### src/rtl/uart_arb_pkg.sv
// Shared definitions for the uart_tx arbiter.
//   arb_state_e    : arbiter FSM state encoding (IDLE, START, SEND, RELEASE)
//   DEFAULT_DATA_W : default byte width, matching uart_tx
//   grant_w()      : width of a grant index for a given requester count
package uart_arb_pkg;

    typedef enum logic [1:0] {
        StIdle,
        StStart,
        StSend,
        StRelease
    } arb_state_e;

    localparam int unsigned DEFAULT_DATA_W = 8;

    function automatic int unsigned grant_w(input int unsigned n);
        return (n > 1) ? $clog2(n) : 1;
    endfunction

endpackage

### src/rtl/rr_arbiter.sv
// Combinational round-robin pick.
// The search starts at last_grant+1 (mod NUM_REQ) and takes the first valid
// requester, so the most recently served requester has the lowest priority.
// Ports:
//   req_valid  in  NUM_REQ : pending requests
//   last_grant in  IDX_W   : index of the previous winner
//   grant      out NUM_REQ : one-hot winner (all zero if nothing valid)
//   grant_idx  out IDX_W   : binary index of the winner
//   any_valid  out 1       : at least one request pending
module rr_arbiter
    import uart_arb_pkg::*;
#(
    parameter int unsigned NUM_REQ = 4,
    parameter int unsigned IDX_W   = grant_w(NUM_REQ)
) (
    input  logic [NUM_REQ-1:0] req_valid,
    input  logic [IDX_W-1:0]   last_grant,
    output logic [NUM_REQ-1:0] grant,
    output logic [IDX_W-1:0]   grant_idx,
    output logic               any_valid
);

    logic [31:0] cand;
    logic        found;

    always_comb begin
        grant     = '0;
        grant_idx = '0;
        found     = 1'b0;
        cand      = '0;
        // Offsets 1..NUM_REQ: the last winner itself is visited last.
        for (int unsigned off = 1; off <= NUM_REQ; off++) begin
            cand = (32'(last_grant) + off) % NUM_REQ;
            if (!found && req_valid[cand[IDX_W-1:0]]) begin
                found                    = 1'b1;
                grant[cand[IDX_W-1:0]]   = 1'b1;
                grant_idx                = cand[IDX_W-1:0];
            end
        end
    end

    assign any_valid = |req_valid;

endmodule

### src/rtl/uart_tx_arbiter.sv
// Round-robin scheduler sharing one uart_tx between NUM_REQ byte producers.
// One byte is in flight at a time; the FSM follows the frame by watching the
// start bit on tx_line and the tx_done level, both resynchronised into clk.
// Optional feature macro: UART_ARB_TIMEOUT_EN adds a START/SEND watchdog and
// the err output.
// Ports:
//   clk, rst_n  : clock, asynchronous active-low reset
//   req_valid   : per-requester byte pending
//   req_data    : byte i at [i*DATA_W +: DATA_W]
//   req_ready   : one-cycle one-hot accept pulse
//   new_dat     : start request to uart_tx
//   tx_dat      : byte to uart_tx, stable while new_dat is high
//   tx_line     : uart_tx serial output (monitored)
//   tx_done     : uart_tx frame-complete level
//   grant_id    : index of the current or last granted requester
//   busy        : high in any state other than IDLE
//   err         : watchdog timeout pulse (UART_ARB_TIMEOUT_EN only)
module uart_tx_arbiter
    import uart_arb_pkg::*;
#(
    parameter int unsigned NUM_REQ        = 4,
    parameter int unsigned DATA_W         = DEFAULT_DATA_W,
    parameter int unsigned TIMEOUT_CYCLES = 131072
) (
    input  logic                      clk,
    input  logic                      rst_n,
    input  logic [NUM_REQ-1:0]        req_valid,
    input  logic [NUM_REQ*DATA_W-1:0] req_data,
    output logic [NUM_REQ-1:0]        req_ready,
    output logic                      new_dat,
    output logic [DATA_W-1:0]         tx_dat,
    input  logic                      tx_line,
    input  logic                      tx_done,
    output logic [$clog2(NUM_REQ)-1:0] grant_id,
    output logic                      busy
`ifdef UART_ARB_TIMEOUT_EN
    ,
    output logic                      err
`endif
);

    localparam int unsigned IDX_W = grant_w(NUM_REQ);

    if (NUM_REQ < 2 || NUM_REQ > 8) begin : g_bad_num_req
        $error("uart_tx_arbiter: NUM_REQ must be in 2..8");
    end
    if (TIMEOUT_CYCLES < 2) begin : g_bad_timeout
        $error("uart_tx_arbiter: TIMEOUT_CYCLES must be at least 2");
    end

    // ------------------------------------------------------------------
    // Synchronisers for the monitored uart_tx signals
    // ------------------------------------------------------------------
    logic [1:0] line_sync;
    logic [1:0] done_sync;
    logic       done_prev;
    logic       line_s;
    logic       done_s;
    logic       done_rise;

    // The serial line idles high, so its synchroniser resets to 1 to avoid
    // a phantom start bit right after reset.
    always_ff @(posedge clk or negedge rst_n) begin
        if (!rst_n) begin
            line_sync <= 2'b11;
            done_sync <= 2'b00;
            done_prev <= 1'b0;
        end else begin
            line_sync <= {line_sync[0], tx_line};
            done_sync <= {done_sync[0], tx_done};
            done_prev <= done_sync[1];
        end
    end

    assign line_s    = line_sync[1];
    assign done_s    = done_sync[1];
    assign done_rise = done_s & ~done_prev;

    // ------------------------------------------------------------------
    // Round-robin pick
    // ------------------------------------------------------------------
    logic [IDX_W-1:0]   last_grant;
    logic [NUM_REQ-1:0] pick;
    logic [IDX_W-1:0]   pick_idx;
    logic               any_valid;

    rr_arbiter #(
        .NUM_REQ (NUM_REQ),
        .IDX_W   (IDX_W)
    ) u_rr_arbiter (
        .req_valid  (req_valid),
        .last_grant (last_grant),
        .grant      (pick),
        .grant_idx  (pick_idx),
        .any_valid  (any_valid)
    );

    // ------------------------------------------------------------------
    // Optional watchdog
    // ------------------------------------------------------------------
`ifdef UART_ARB_TIMEOUT_EN
    localparam int unsigned CNT_W = $clog2(TIMEOUT_CYCLES);

    logic [CNT_W-1:0] wd_cnt;
    logic             wd_expired;

    assign wd_expired = (wd_cnt == CNT_W'(TIMEOUT_CYCLES - 1));
`endif

    // ------------------------------------------------------------------
    // Arbiter FSM with registered outputs
    // ------------------------------------------------------------------
    arb_state_e state;

    always_ff @(posedge clk or negedge rst_n) begin
        if (!rst_n) begin
            state      <= StIdle;
            req_ready  <= '0;
            new_dat    <= 1'b0;
            tx_dat     <= '0;
            grant_id   <= '0;
            busy       <= 1'b0;
            // Requester 0 is the first to be searched after reset.
            last_grant <= IDX_W'(NUM_REQ - 1);
`ifdef UART_ARB_TIMEOUT_EN
            err        <= 1'b0;
            wd_cnt     <= '0;
`endif
        end else begin
            req_ready <= '0;
`ifdef UART_ARB_TIMEOUT_EN
            err       <= 1'b0;
`endif
            unique case (state)
                StIdle: begin
                    if (any_valid) begin
                        tx_dat     <= req_data[pick_idx*DATA_W +: DATA_W];
                        grant_id   <= pick_idx;
                        last_grant <= pick_idx;
                        req_ready  <= pick;
                        new_dat    <= 1'b1;
                        busy       <= 1'b1;
                        state      <= StStart;
`ifdef UART_ARB_TIMEOUT_EN
                        wd_cnt     <= '0;
`endif
                    end
                end
                StStart: begin
                    // Start bit observed: uart_tx has latched the byte.
                    if (!line_s) begin
                        new_dat <= 1'b0;
                        state   <= StSend;
                    end
                end
                StSend: begin
                    if (done_rise) begin
                        state <= StRelease;
                    end
                end
                StRelease: begin
                    // Wait for the done level to clear so it cannot be
                    // mistaken for the end of the next frame.
                    if (!done_s) begin
                        busy  <= 1'b0;
                        state <= StIdle;
                    end
                end
                default: begin
                    new_dat <= 1'b0;
                    busy    <= 1'b0;
                    state   <= StIdle;
                end
            endcase

`ifdef UART_ARB_TIMEOUT_EN
            // Placed after the case so an expiry overrides any transition.
            if (state == StStart || state == StSend) begin
                if (wd_expired) begin
                    new_dat <= 1'b0;
                    busy    <= 1'b0;
                    err     <= 1'b1;
                    state   <= StIdle;
                end else begin
                    wd_cnt <= wd_cnt + 1'b1;
                end
            end
`endif
        end
    end

endmodule

### config.mk
export PLATFORM = sky130hd
export DESIGN_NAME = uart_tx_arbiter
export DESIGN_NICKNAME = d
export VERILOG_FILES = /design/src/rtl/uart_arb_pkg.sv /design/src/rtl/rr_arbiter.sv /design/src/rtl/uart_tx_arbiter.sv
export SDC_FILE = /design/constraint.sdc
export NUM_CORES = 1
export LEC_CHECK = 0
export ABC_AREA = 0
export BUFFER_PORTS_ARGS = -buffer_cell sky130_fd_sc_hd__buf_4
export CORE_UTILIZATION = 56
export CTS_CLUSTER_DIAMETER = 80
export CTS_CLUSTER_SIZE = 40
export DETAILED_ROUTE_END_ITERATION = 16
export GPL_TIMING_DRIVEN = 0
export HOLD_SLACK_MARGIN = 0.05
export PLACE_DENSITY = 0.86
export SETUP_SLACK_MARGIN = 0.3
export SLEW_MARGIN = 20
export SYNTH_ARGS = -nofsm -noshare
export SYNTH_HDL_FRONTEND = slang
export SYNTH_SLANG_ARGS = --single-unit
### constraint.sdc
create_clock -name clk -period 6.5 [get_ports clk]
set_input_delay 0.325 -clock clk [delete_from_list [all_inputs] [get_ports clk]]
set_output_delay 0.325 -clock clk [all_outputs]
set_load 0.005 [all_outputs]
==> results.md, run 1 <==
* Headroom to the max-slew limit at 0.423
* Num ports at 56
* Number of flops mapped to enable cells by yosys at 0
* Floorplan die height at a little over 60 um
* Top_reg_cell synth: sky130_fd_sc_hd__dfrtp_1
* Termination of the worst setup path: tx_dat[5]$_DFFE_PN0P_
* Distinct cell type count of the synthesized netlist at between 40 and 50
* Starting density of the core at 0.587
* Ys Warns at 0
* Number of standard-cell rows in the floorplan at 21
* Max-slew violation total from the final report at 0
* Routed len/inst at between 10 and 15 um
* Wire length of the first global-routing pass at roughly 7100 um
* Library cell with the largest summed area after synthesis: sky130_fd_sc_hd__dfrtp_1
* Avg Inst Size Synth at 10.0 um2
* First-pass iteration count of the detailed router at 4
* Start-to-end type of the worst setup path: register to register
* Final-layout worst hold slack at approximately 100 ps
* Remaining DRCs at 0
* Reg-to-reg setup timing slack at 2760 ps
* Number of vias per cell at roughly 5.8
* F_max at 268 MHz
* Unrepaired setup endpoints after global routing: no
* GRT Residual Overflow at 0
* Launching element type of the critical path: register
* Final total negative setup slack at 0 ps
* Post-Place Worst Slack at around 2800 ps
* Input/output buffers at between 50 and 60
* Critical path cell sequence: clkbuf_1 -> inv_1 -> ha_1 -> clkbuf_1 -> mux4_2 -> nor4b_4 -> a2111oi_2 -> a211oi_4 -> o211ai_1 -> o211ai_2
* Post-CTS repair timing setup buffer count at 0
* Largest voltage drop on the vdd net at 0.000282 V
* Clock-pin slew reported for the worst setup and hold paths after clock tree synthesis at 140 ps
* Worst setup EP type: register
* Portion of the post-synthesis area used by sequential elements at 0.322
* Weighted congestion at the end of routability-driven global placement at about 0.89
* FFs w/ async S/R, synth at 1.00
* Number of inserted filler cells in the final layout at roughly 250
* Status: finished, final reports clean
* Most instantiated cells after synthesis: sky130_fd_sc_hd__dfrtp_1 (21), sky130_fd_sc_hd__nor2_1 (15), sky130_fd_sc_hd__o21ai_0 (14)
* Floorplan die width at 61.2 um
* Number of antenna violations at the first check in global routing at 0
* Signal arrival time at the worst endpoint at about 4000 ps
* Largest delay share family, worst path: buffers and inverters
* Worst R2R End: tx_dat[5]$_DFFE_PN0P_
* Leakage power figure at approximately 1.1 nW
* Finished Layout Cells at 300
* Master cell of the clock root buffer: sky130_fd_sc_hd__clkbuf_4
* Clock Sink Count at 25
* MaxCap Viol Count at 0
* Launch point of the critical path: last_grant[1]$_DFFE_PN1P_
* Detailed route wirelength on metal3 at approximately 340 um
* Path class of the lowest-slack min-delay path: input pin to register
* Depth of the CTS H-tree at 1
* Ant diodes at 0
* Stage delay of the slowest cell on the critical path at 620 ps
* Number of endpoints with negative hold slack in the final report at 0
* Final Routed Wirelength at 4470 um
* Max Clock Skew at 4.94 ps
* Worst Path Required at ~6800 ps
* First-iteration detailed-routing DRC count at 65
* Final clock period utilization by the worst path at 0.575
* Cells after DPL at around 300
* Core ar. at between 3000 and 4000 um2
* Count of final setup violators at 0
* Core Util, Final at 0.737
* Post-route met1 wirelength at around 1900 um
* Pin count of the biggest net entering global routing at 26
* Top-area cell type share of the netlist area at 0.268
* Number of standard cells after synthesis at approximately 200
* Origin of the critical flop-to-flop path: last_grant[1]$_DFFE_PN1P_
* Maximum fanout count along the critical path at 10
* Synth Cell Area at 1960 um2
* Area growth, synth to finish at 25.5%
* CP Depth at 10
* Dpl cell area at roughly 2400 um2
* Post-Syn Nets at between 200 and 250
* Overall power after layout at approximately 1.2 mW
* Top cells by area in the synthesized netlist: sky130_fd_sc_hd__dfrtp_1 (27%), sky130_fd_sc_hd__ha_1 (8.3%), sky130_fd_sc_hd__dfstp_2 (5.4%), sky130_fd_sc_hd__mux2i_1 (5.1%), sky130_fd_sc_hd__o211ai_2 (5.1%)
* Most common cell in the netlist: sky130_fd_sc_hd__dfrtp_1
* Slack of the critical path at between 2000 and 3000 ps
* Pwr Density at 503 nW/um2
* Crit-path most repeated cell: sky130_fd_sc_hd__clkbuf_1
* Worst reg2reg path depth at 10
* Detail Route Antenna Nets at 0
* Number of vias after detailed routing at ~1800
* Global-route total usage across every layer at 0.258
* Vias in the first global route at roughly 1600
* Topmost layer with routed signal wires: met4
* Post-Layout Inst Area at about 2500 um2
* HPWL Detailed at around 3400 um
* Met2 wirelength from detailed routing at 2130 um
* Share of final-layout standard cells stronger than drive strength 1 at 0.354
* NumNets Final at 308
* Cell with the largest stage delay on the worst path: sky130_fd_sc_hd__dfstp_2
* Slew at the pin closest to its max-slew limit at about 860 ps
* Flip-flop and latch count after synthesis at 25
* Full die area at ~3700 um2
* Source-to-sink clock delay at the later pin of the worst-skew pair at 320 ps
* Critical path buffer and inverter count at 3
* Fin crit period at around 3700 ps
* CTS max path bufs at 2
* Num CTS Buffers at 3
* CTS tree: yes
==> flip-flops by register name, indices dropped and copies added (netlist names) <==
signal      cells
busy            1
done_prev       1
done_sync       2
grant_id        2
last_grant      2
line_sync       2
new_dat         1
req_ready       4
state           2
tx_dat          8
==> cell families (layout without fill, tap and decap cells) <==
kind of cell,count (synthesis),in the layout,share of synthesized area
buffers and inverters,22,81,0.0587
AOI/OAI and AO/OA,74,74,0.306
DFF,25,25,0.322
and+or+nand+nor,46,46,0.127
adders and majority gates,13,13,0.0830
muxes,14,14,0.0990
xor gates and xnor gates,1,1,0.00447
==> report_power, final <==
group	switching [mW]	internal (mW)	total, mW
combinational	0.493	0.406	0.898
sequential	0.0434	0.226	0.270
clock	0.0471	0.0230	0.0701
==> how the worst min path moves through the flow <==
stage,startpoint,to,slack [ps],cells past startpoint
floorplan,rst_n,busy$_DFFE_PN0P_,30,0
global placement,rst_n,grant_id[0]$_DFFE_PN0P_,240,1
detailed placement,rst_n,grant_id[0]$_DFFE_PN0P_,250,1
CTS,tx_line,line_sync[0]$_DFF_PN1_,90,1
global route,tx_line,line_sync[0]$_DFF_PN1_,70,1
finish,tx_line,line_sync[0]$_DFF_PN1_,100,1
==> layer usage <==
| metal | GRT usage | up-vias |
|---|---|---|
| met5 | 0 | - |
| met4 | 0.0779 | 0 |
| met3 | 0.0504 | 6 |
| met2 | 0.441 | 66 |
| met1 | 0.330 | 816 |
| li1 | - | 863 |
==> repair_timing <==
| action | 4_1_cts | 5_1_grt |
|---|---|---|
| hold buffers | 1 | 0 |
| hold endpoints to repair | 21 | 0 |
| resized for setup | 0 | 0 |
==> worst reg2reg max path: stages, from the launching register on <==
cell and delay (ps):
sky130_fd_sc_hd__dfstp_2 620, sky130_fd_sc_hd__clkbuf_1 370, sky130_fd_sc_hd__inv_1 250, sky130_fd_sc_hd__ha_1 360, sky130_fd_sc_hd__clkbuf_1 330, sky130_fd_sc_hd__mux4_2 430, sky130_fd_sc_hd__nor4b_4 380, sky130_fd_sc_hd__a2111oi_2 110
sky130_fd_sc_hd__a211oi_4 490, sky130_fd_sc_hd__o211ai_1 210, sky130_fd_sc_hd__o211ai_2 120
==> final cells by class <==
class	count	area (um2)	area share
well taps	46	57.6	0.0234
clock buffers	3	22.5	0.00916
repair buffers	55	415	0.169
clock inverters	1	5.00	0.00203
inverters	5	18.8	0.00763
multi-input cells	148	1210	0.493
plain buffers	17	96.3	0.0392
flip-flops and latches	25	631	0.256
==> cells in the final DEF, fill, tap and decap left out, types with 5 or more instances in the layout <==
master,n
sky130_fd_sc_hd__mux2i_1,10
sky130_fd_sc_hd__o211ai_1,10
sky130_fd_sc_hd__a2bb2oi_1,8
sky130_fd_sc_hd__inv_1,5
sky130_fd_sc_hd__ha_1,13
sky130_fd_sc_hd__o21ai_0,14
sky130_fd_sc_hd__buf_2,5
sky130_fd_sc_hd__nor2_1,15
sky130_fd_sc_hd__nand2b_1,5
sky130_fd_sc_hd__buf_4,55
sky130_fd_sc_hd__a31oi_1,8
sky130_fd_sc_hd__o211ai_2,8
sky130_fd_sc_hd__dfrtp_1,21
sky130_fd_sc_hd__a221oi_1,5
sky130_fd_sc_hd__clkbuf_1,8
sky130_fd_sc_hd__nand2_1,13
(Power assumes the default switching activity.)
==> run 2: changes to the inputs <==
--- a/config.mk
+++ b/config.mk
@@ -7,13 +7,13 @@
 export LEC_CHECK = 0
 export ABC_AREA = 0
 export BUFFER_PORTS_ARGS = -buffer_cell sky130_fd_sc_hd__buf_4
-export CORE_UTILIZATION = 56
+export CORE_UTILIZATION = 47
 export CTS_CLUSTER_DIAMETER = 80
 export CTS_CLUSTER_SIZE = 40
 export DETAILED_ROUTE_END_ITERATION = 16
 export GPL_TIMING_DRIVEN = 0
 export HOLD_SLACK_MARGIN = 0.05
-export PLACE_DENSITY = 0.86
+export PLACE_DENSITY = 0.77
 export SETUP_SLACK_MARGIN = 0.3
 export SLEW_MARGIN = 20
 export SYNTH_ARGS = -nofsm -noshare
==> constraint.sdc (replaced) <==
create_clock -name clk -period 3.4 [get_ports clk]
set_input_delay 0.17 -clock clk [delete_from_list [all_inputs] [get_ports clk]]
set_output_delay 0.17 -clock clk [all_outputs]
set_load 0.005 [all_outputs]
==> run 2 against run 1 <==
  * Count of clock-buffer cells in the layout is 1 higher
  * Sequential share of layout area decreased by 2.5 points
  * Wire length up 13%
==> results.md, run 2 (synthesized netlist as in run 1, its figures left out) <==
* Top flop regs: tx_dat x8, req_ready x4
* Final-layout worst hold slack at 194 ps (+93.8 ps)
* Core Util, Final at 0.682 (-0.0553)
* GRT Residual Overflow at 0 (unchanged)
* Largest voltage drop on the vdd net at 0.000415 V (+47%)
* Reg-to-reg setup timing slack at 380 ps (-2380 ps)
* Max-slew violation total from the final report at 0 (unchanged)
* Finished Layout Cells at 319 (+6.3%)
* Number of standard-cell rows in the floorplan at 23 (+9.5%)
* Vias in the first global route at 1732 (+7.0%)
* Maximum fanout count along the critical path at 10 (unchanged)
* Number of vias after detailed routing at 1820 (+3.9%)
* Starting density of the core at 0.490 (-0.0973)
* Path class of the lowest-slack min-delay path: input pin to register
* Ant diodes at 0 (unchanged)
* MaxCap Viol Count at 0 (unchanged)
* Source-to-sink clock delay at the later pin of the worst-skew pair at 270 ps (-50 ps)
* Floorplan die height at 66.6 um (+8.9%)
* Most frequent standard cell in the layout excluding fill and tap cells: sky130_fd_sc_hd__buf_4
* Worst Path Required at 3550 ps (-3200 ps)
* Overall power after layout at 2.81 mW (+130%)
* Input/output buffers at 54 (unchanged)
* Clock Sink Count at 25 (unchanged)
* Pin count of the biggest net entering global routing at 26 (unchanged)
* First-pass iteration count of the detailed router at 4 (unchanged)
* First-iteration detailed-routing DRC count at 132 (+100%)
* Count of final setup violators at 0 (unchanged)
* Commonest cells after routing, fill and taps aside: sky130_fd_sc_hd__buf_4 (66), sky130_fd_sc_hd__dfrtp_1 (21), sky130_fd_sc_hd__nor2_1 (14), sky130_fd_sc_hd__o21ai_0 (14), sky130_fd_sc_hd__nand2_1 (13)
* Final total negative setup slack at 0 ps (unchanged)
* Headroom to the max-slew limit at 0.421 (-0.00206)
* Area growth, synth to finish at 39.2%
* Number of inserted filler cells in the final layout at 315 (+27%)
* Clock-pin slew reported for the worst setup and hold paths after clock tree synthesis at 90 ps (-50 ps)
* Max reg flops at 8 (unchanged)
* Depth of the CTS H-tree at 1 (unchanged)
* Hold Crit Endpoint: tx_dat[1]$_DFFE_PN0P_
* Num CTS Buffers at 3 (unchanged)
* Status: finished, final reports clean
* Final clock period utilization by the worst path at 0.889 (+0.314)
* Start-to-end type of the worst setup path: register to register
* Core ar. at 4000 um2 (+20%)
* Origin of the critical flop-to-flop path: last_grant[0]$_DFFE_PN1P_
* Global-route total usage across every layer at 0.229 (-0.0286)
* Worst setup EP type: register
* Detail Route Antenna Nets at 0 (unchanged)
* F_max at 331 MHz (+24%)
* Number of antenna violations at the first check in global routing at 0 (unchanged)
* Leakage power figure at 1.21 nW (+7.8%)
* Max Clock Skew at 8.21 ps (+3.26 ps)
* Launching element type of the critical path: register
* Fin crit period at 3020 ps (-716 ps)
* Num ports at 56 (unchanged)
* Register with the most flip-flops: tx_dat
* Remaining DRCs at 0 (unchanged)
* Master cell of the clock root buffer: sky130_fd_sc_hd__clkbuf_8
* Number of vias per cell at 5.71 (-2.3%)
* Worst R2R End: tx_dat[5]$_DFFE_PN0P_
* Share of final-layout standard cells stronger than drive strength 1 at 0.446 (+0.0918)
* Signal arrival time at the worst endpoint at 3170 ps (-820 ps)
* Floorplan die width at 66.6 um (+8.9%)
* Wire length of the first global-routing pass at 7840 um (+9.8%)
* Pwr Density at 1030 nW/um2 (+100%)
* CTS max path bufs at 2 (unchanged)
* Beginning of the worst hold path: req_data[17]
* Cell count of the worst hold path at 3 (+2)
* Final Routed Wirelength at 5070 um (+13%)
* Number of endpoints with negative hold slack in the final report at 0 (unchanged)
* Weighted congestion at the end of routability-driven global placement at 0.799 (-10%)
* Full die area at 4430 um2 (+18%)
* Slew at the pin closest to its max-slew limit at 861 ps (+3.06 ps)
* Cells after DPL at 299 (+1.4%)
* NumNets Final at 323 (+4.9%)
* HPWL Detailed at 3560 um (+4.3%)
* CTS tree: yes
* Unrepaired setup endpoints after global routing: yes
* Routed len/inst at 15.9 um (+6.7%)
* Worst reg2reg path depth at 12 (+2)
==> run 2: cell types whose count changed in the layout (fill, tap and decap cells not counted), sizes merged <==
cell,previous run,this run
clkinvlp,0,2
clkbuf,11,10
buf,63,78
clkinv,1,0
inv,5,3
dlygate4sd3,1,3
==> run 2: area by class of cell <==
class                      instances  area, um2  area share
sequential                        25        631       0.231
tap                               50       62.6      0.0229
buffer                            17        139      0.0509
clock buffer                       4       45.0      0.0165
multi-input combinational        148       1280       0.471
timing repair buffer              70        541       0.198
inverter                           5       26.3     0.00963
==> run 2: routing by layer <==
layer / global-route usage / share of wire / vias up
met3: 0.0445 / 0.062 / 6
li1: - / - / 885
met2: 0.391 / 0.50 / 77
met4: 0.0426 / 0.0089 / 0
met5: 0 / 0 / -
met1: 0.300 / 0.43 / 852
==> run 2: critical path, cell delays in order (launching register included) <==
cell                         delay (ps)
sky130_fd_sc_hd__dfstp_2            570
sky130_fd_sc_hd__buf_6              130
sky130_fd_sc_hd__buf_8              140
sky130_fd_sc_hd__clkinvlp_4         120
sky130_fd_sc_hd__ha_4               290
sky130_fd_sc_hd__mux4_2             570
sky130_fd_sc_hd__buf_6              180
sky130_fd_sc_hd__a311oi_2           280
sky130_fd_sc_hd__buf_4              170
sky130_fd_sc_hd__a211oi_4            40
sky130_fd_sc_hd__buf_6              160
sky130_fd_sc_hd__o211ai_1           130
sky130_fd_sc_hd__o211ai_2           120
==> run 2: repair_timing <==
action                                  CTS  global route
pin swaps                                 3             3
cloned                                    0             1
gates resized for setup                  15            24
buffers inserted                          7             5
endpoints found under the setup margin   15            12
hold buffers                              3             0
hold endpoints to repair                 23             0
==> run 2: metrics by stage <==
step,worst slack (ps),area (um2)
5_1_grt,278,2730
2_1_floorplan,303,1960
3_3_place_gp,-147,2430
3_5_place_dp,-209,2430
4_1_cts,304,2600
6_report,379,2730
==> run 2: worst max-delay path by stage <==
stage                     slack [ps]  cells after the start                      start                    end
after CTS                        300                     12  last_grant[0]$_DFFE_PN1P_  tx_dat[5]$_DFFE_PN0P_
after floorplan                  300                     12  last_grant[0]$_DFFE_PN1P_  tx_dat[0]$_DFFE_PN0P_
after global routing             280                     12  last_grant[0]$_DFFE_PN1P_  tx_dat[6]$_DFFE_PN0P_
after global placement          -150                     11  last_grant[0]$_DFFE_PN1P_  tx_dat[5]$_DFFE_PN0P_
after detailed placement        -210                     11  last_grant[0]$_DFFE_PN1P_  tx_dat[5]$_DFFE_PN0P_
final                            380                     12  last_grant[0]$_DFFE_PN1P_  tx_dat[5]$_DFFE_PN0P_
==> run 2: where the power goes <==
part           switching [mW]  total (mW)  internal, mW  leakage, nW
Sequential             0.0720       0.505         0.433        0.299
Clock                  0.0891       0.173        0.0837       0.0228
Combinational            1.10        2.14          1.04        0.886
==> run 3: changes to the inputs <==
--- a/config.mk
+++ b/config.mk
@@ -5,15 +5,15 @@
 export SDC_FILE = /design/constraint.sdc
 export NUM_CORES = 1
 export LEC_CHECK = 0
-export ABC_AREA = 0
-export BUFFER_PORTS_ARGS = -buffer_cell sky130_fd_sc_hd__buf_4
-export CORE_UTILIZATION = 47
+export ABC_AREA = 1
+export CORE_UTILIZATION = 57
 export CTS_CLUSTER_DIAMETER = 80
 export CTS_CLUSTER_SIZE = 40
 export DETAILED_ROUTE_END_ITERATION = 16
+export DONT_BUFFER_PORTS = 1
 export GPL_TIMING_DRIVEN = 0
 export HOLD_SLACK_MARGIN = 0.05
-export PLACE_DENSITY = 0.77
+export PLACE_DENSITY = 0.76
 export SETUP_SLACK_MARGIN = 0.3
 export SLEW_MARGIN = 20
 export SYNTH_ARGS = -nofsm -noshare
==> run 3 against run 2 <==
  * Total power fell by 12%
  * Combinational power fell by 15%
  * Register-to-register slack better by 460 ps
  * Wire length shrank 27%
  * Clock power decreased by 21%
  * Highest routed layer is now met3
==> results.md, run 3 <==
* Status: finished, final reports clean
* Slew at the pin closest to its max-slew limit at 521 ps (-339 ps)
* Vias in the first global route at 1502 (-13%)
* Ys Warns at 0 (unchanged)
* Worst setup EP type: register
* F_max at 390 MHz (+18%)
* Most instantiated cells after synthesis: sky130_fd_sc_hd__nand2_1 (70), sky130_fd_sc_hd__inv_1 (53), sky130_fd_sc_hd__nand3_1 (36)
* Flip-flop and latch count after synthesis at 25 (unchanged)
* GRT Residual Overflow at 0 (unchanged)
* Detail Route Antenna Nets at 0 (unchanged)
* Number of vias per cell at 4.97 (-13%)
* Synthesized-area fraction occupied by ao, oa, aoi and oai cells at 0.0609 (-0.245)
* Portion of the post-synthesis area used by sequential elements at 0.317 (-0.00526)
* Beginning of the worst hold path: req_data[30]
* Commonest cells after routing, fill and taps aside: sky130_fd_sc_hd__nand2_1 (70), sky130_fd_sc_hd__inv_1 (53), sky130_fd_sc_hd__nand3_1 (36), sky130_fd_sc_hd__dfrtp_1 (21), sky130_fd_sc_hd__nand2_2 (18)
* MaxCap Viol Count at 0 (unchanged)
* Clock Sink Count at 25 (unchanged)
* Max reg flops at 8 (unchanged)
* Simple-gate area share of the yosys netlist at 0.404 (+0.277)
* Final Routed Wirelength at 3680 um (-27%)
* Hold Crit Endpoint: tx_dat[6]$_DFFE_PN0P_
* Full die area at 3740 um2 (-16%)
* Remaining DRCs at 0 (unchanged)
* Origin of the critical flop-to-flop path: last_grant[0]$_DFFE_PN1P_
* Fin crit period at 2570 ps (-455 ps)
* Unrepaired setup endpoints after global routing: no
* Library cell with the largest summed area after synthesis: sky130_fd_sc_hd__dfrtp_1
* Worst Path Required at 3630 ps (+80 ps)
* Headroom to the max-slew limit at 0.649 (+0.228)
* Number of standard cells after synthesis at 271 (+39%)
* Number of endpoints with negative hold slack in the final report at 0 (unchanged)
* Slack of the critical path at 834 ps (+455 ps)
* Number of standard-cell rows in the floorplan at 21 (-8.7%)
* Synth Area in Adders at 0.0817 (-0.00136)
* Master cell of the clock root buffer: sky130_fd_sc_hd__clkbuf_4
* Number of antenna violations at the first check in global routing at 0 (unchanged)
* Source-to-sink clock delay at the later pin of the worst-skew pair at 320 ps (+50 ps)
* First-pass iteration count of the detailed router at 4 (unchanged)
* Path class of the lowest-slack min-delay path: input pin to register
* HPWL Detailed at 2850 um (-20%)
* Starting density of the core at 0.597 (+0.107)
* Portion of netlist area occupied by mux cells at 0 (-0.0990)
* Num ports at 56 (unchanged)
* Wire length of the first global-routing pass at 6310 um (-20%)
* Count of final setup violators at 0 (unchanged)
* Share of final-layout standard cells stronger than drive strength 1 at 0.194 (-0.253)
* Top-area cell type share of the netlist area at 0.264 (-0.00438)
* Post-Syn Nets at 324 (+31%)
* Max Clock Skew at 8.70 ps (+0.494 ps)
* Global-route total usage across every layer at 0.225 (-0.00462)
* Top flop regs: tx_dat x8, req_ready x4
* Top cells by area in the synthesized netlist: sky130_fd_sc_hd__dfrtp_1 (26%), sky130_fd_sc_hd__nand2_1 (13%), sky130_fd_sc_hd__inv_1 (10%), sky130_fd_sc_hd__nand3_1 (9.0%), sky130_fd_sc_hd__ha_1 (8.2%)
* Top_reg_cell synth: sky130_fd_sc_hd__dfrtp_1
* Pwr Density at 1170 nW/um2 (+13%)
* Cell count of the worst hold path at 6 (+3)
* Hold buffers post-CTS at 3 (unchanged)
* Post-CTS repair timing setup buffer count at 0 (-7)
* Clock-pin slew reported for the worst setup and hold paths after clock tree synthesis at 140 ps (+50 ps)
* Maximum fanout count along the critical path at 10 (unchanged)
* Area growth, synth to finish at 6.22%
* Fraction of synthesized cell area in xor and xnor cells at 0 (-0.00447)
* Weighted congestion at the end of routability-driven global placement at 0.898 (+13%)
* Most frequent standard cell in the layout excluding fill and tap cells: sky130_fd_sc_hd__nand2_1
* Largest voltage drop on the vdd net at 0.00104 V (+150%)
* Start-to-end type of the worst setup path: register to register
* Signal arrival time at the worst endpoint at 2800 ps (-370 ps)
* Cts repair resizes at 0 (-15)
* CTS tree: yes
* Post-Place Worst Slack at 838 ps (+1050 ps)
* NumNets Final at 333 (+3.1%)
* Num CTS Buffers at 3 (unchanged)
* Number of flops mapped to enable cells by yosys at 0 (unchanged)
* Register with the most flip-flops: tx_dat
* Pin count of the biggest net entering global routing at 26 (unchanged)
* Max-slew violation total from the final report at 0 (unchanged)
* Floorplan die width at 61.1 um (-8.2%)
* Dominant combinational cell family by area after synthesis: simple AND/OR/NAND/NOR gates
* Launching element type of the critical path: register
* First-iteration detailed-routing DRC count at 46 (-65%)
* Stage delay of the slowest cell on the critical path at 610 ps (+40 ps)
* Distinct cell type count of the synthesized netlist at 31 (-30%)
* Worst reg2reg path depth at 16 (+4)
* Most common cell in the netlist: sky130_fd_sc_hd__nand2_1
* Number of inserted filler cells in the final layout at 321 (+1.9%)
* Critical path cell sequence: buf_6 -> inv_8 -> ha_1 -> inv_1 -> nand3_4 -> nand2_8 -> inv_2 -> nand2_1 -> nor2_2 -> nand3_1 -> nand2_4 -> inv_2 -> nand3_1 -> nand2_1 -> nand2_1 -> nand2_1
* FFs w/ async S/R, synth at 1.00 (unchanged)
* Input/output buffers at 0 (-100%)
* Synth Cell Area at 1990 um2 (+1.7%)
* Core Util, Final at 0.634 (-0.0478)
* Worst R2R End: tx_dat[4]$_DFFE_PN0P_
* Cell with the largest stage delay on the worst path: sky130_fd_sc_hd__dfstp_2
* Ant diodes at 0 (unchanged)
* Depth of the CTS H-tree at 1 (unchanged)
* Final clock period utilization by the worst path at 0.755 (-0.134)
* Crit-path most repeated cell: sky130_fd_sc_hd__nand2_1
* Reg-to-reg setup timing slack at 830 ps (+460 ps)
* Leakage power figure at 1.22 nW (+0.70%)
* Routed len/inst at 11.3 um (-29%)
* CTS max path bufs at 2 (unchanged)
* Avg Inst Size Synth at 7.35 um2 (-27%)
* Final total negative setup slack at 0 ps (unchanged)
* Core ar. at 3340 um2 (-17%)
* Floorplan die height at 61.1 um (-8.2%)
* Number of vias after detailed routing at 1615 (-11%)
## run 3: layout make-up
cell class | count | area (um2) | share of cell area
multi-input combinational | 182 | 1090 | 0.514
sequential | 25 | 631 | 0.298
inverter | 58 | 225 | 0.106
tap | 46 | 57.6 | 0.0272
buffer | 6 | 47.5 | 0.0225
timing repair buffer | 4 | 35.0 | 0.0166
clock buffer | 3 | 22.5 | 0.0106
clock inverter | 1 | 8.76 | 0.00414
## run 3: power by group
group | switching (mW) | internal [mW]
clock | 0.0890 | 0.0478
sequential | 0.0979 | 0.425
combinational | 1.17 | 0.642
total | 1.36 | 1.11
## run 3: worst max-delay path by stage
stage                                          from               endpoint  slack [ps]  depth (start not counted)
after global routing      last_grant[0]$_DFFE_PN1P_  tx_dat[4]$_DFFE_PN0P_         640                         17
after CTS                 last_grant[0]$_DFFE_PN1P_  tx_dat[3]$_DFFE_PN0P_         820                         17
after floorplan           last_grant[0]$_DFFE_PN1P_  tx_dat[6]$_DFFE_PN0P_        1100                         15
final                     last_grant[0]$_DFFE_PN1P_  tx_dat[4]$_DFFE_PN0P_         830                         16
after detailed placement  last_grant[0]$_DFFE_PN1P_  tx_dat[5]$_DFFE_PN0P_         840                         17
after global placement    last_grant[0]$_DFFE_PN1P_  tx_dat[4]$_DFFE_PN0P_         860                         15
## run 3: logic make-up after synthesis
logic type / after synthesis
simple gates: 146
buf+inv: 64
flops: 25
compound gates: 23
fa+ha+maj: 13
## run 3: through the flow
stage / total power, mW / cell area (um2) / std cells / hold WS, ps
finish: 2.47 / 2120 / 325 / 140
global route: 2.77 / 2120 / 325 / 159
CTS: 2.49 / 2110 / 324 / 136
detailed placement: 2.34 / 2050 / 317 / -125
global placement: 2.31 / 2050 / 317 / -125
floorplan: 2.01 / 1990 / 271 / -126
## run 3: worst max-delay path, delay by kind of cell, from the launching register on
kind	cells	cell delay [ps]
DFF	1	610
and+or+nand+nor	10	920
buffers and inverters	5	570
adders and majority gates	1	380
## run 3: layer usage
metal / share of wire / wire (um) / GRT usage
met1: 0.46 / 1710 / 0.284
met2: 0.49 / 1810 / 0.398
met3: 0.045 / 165 / 0.0567
met4: 0 / 0 / 0.0260
met5: 0 / 0 / 0
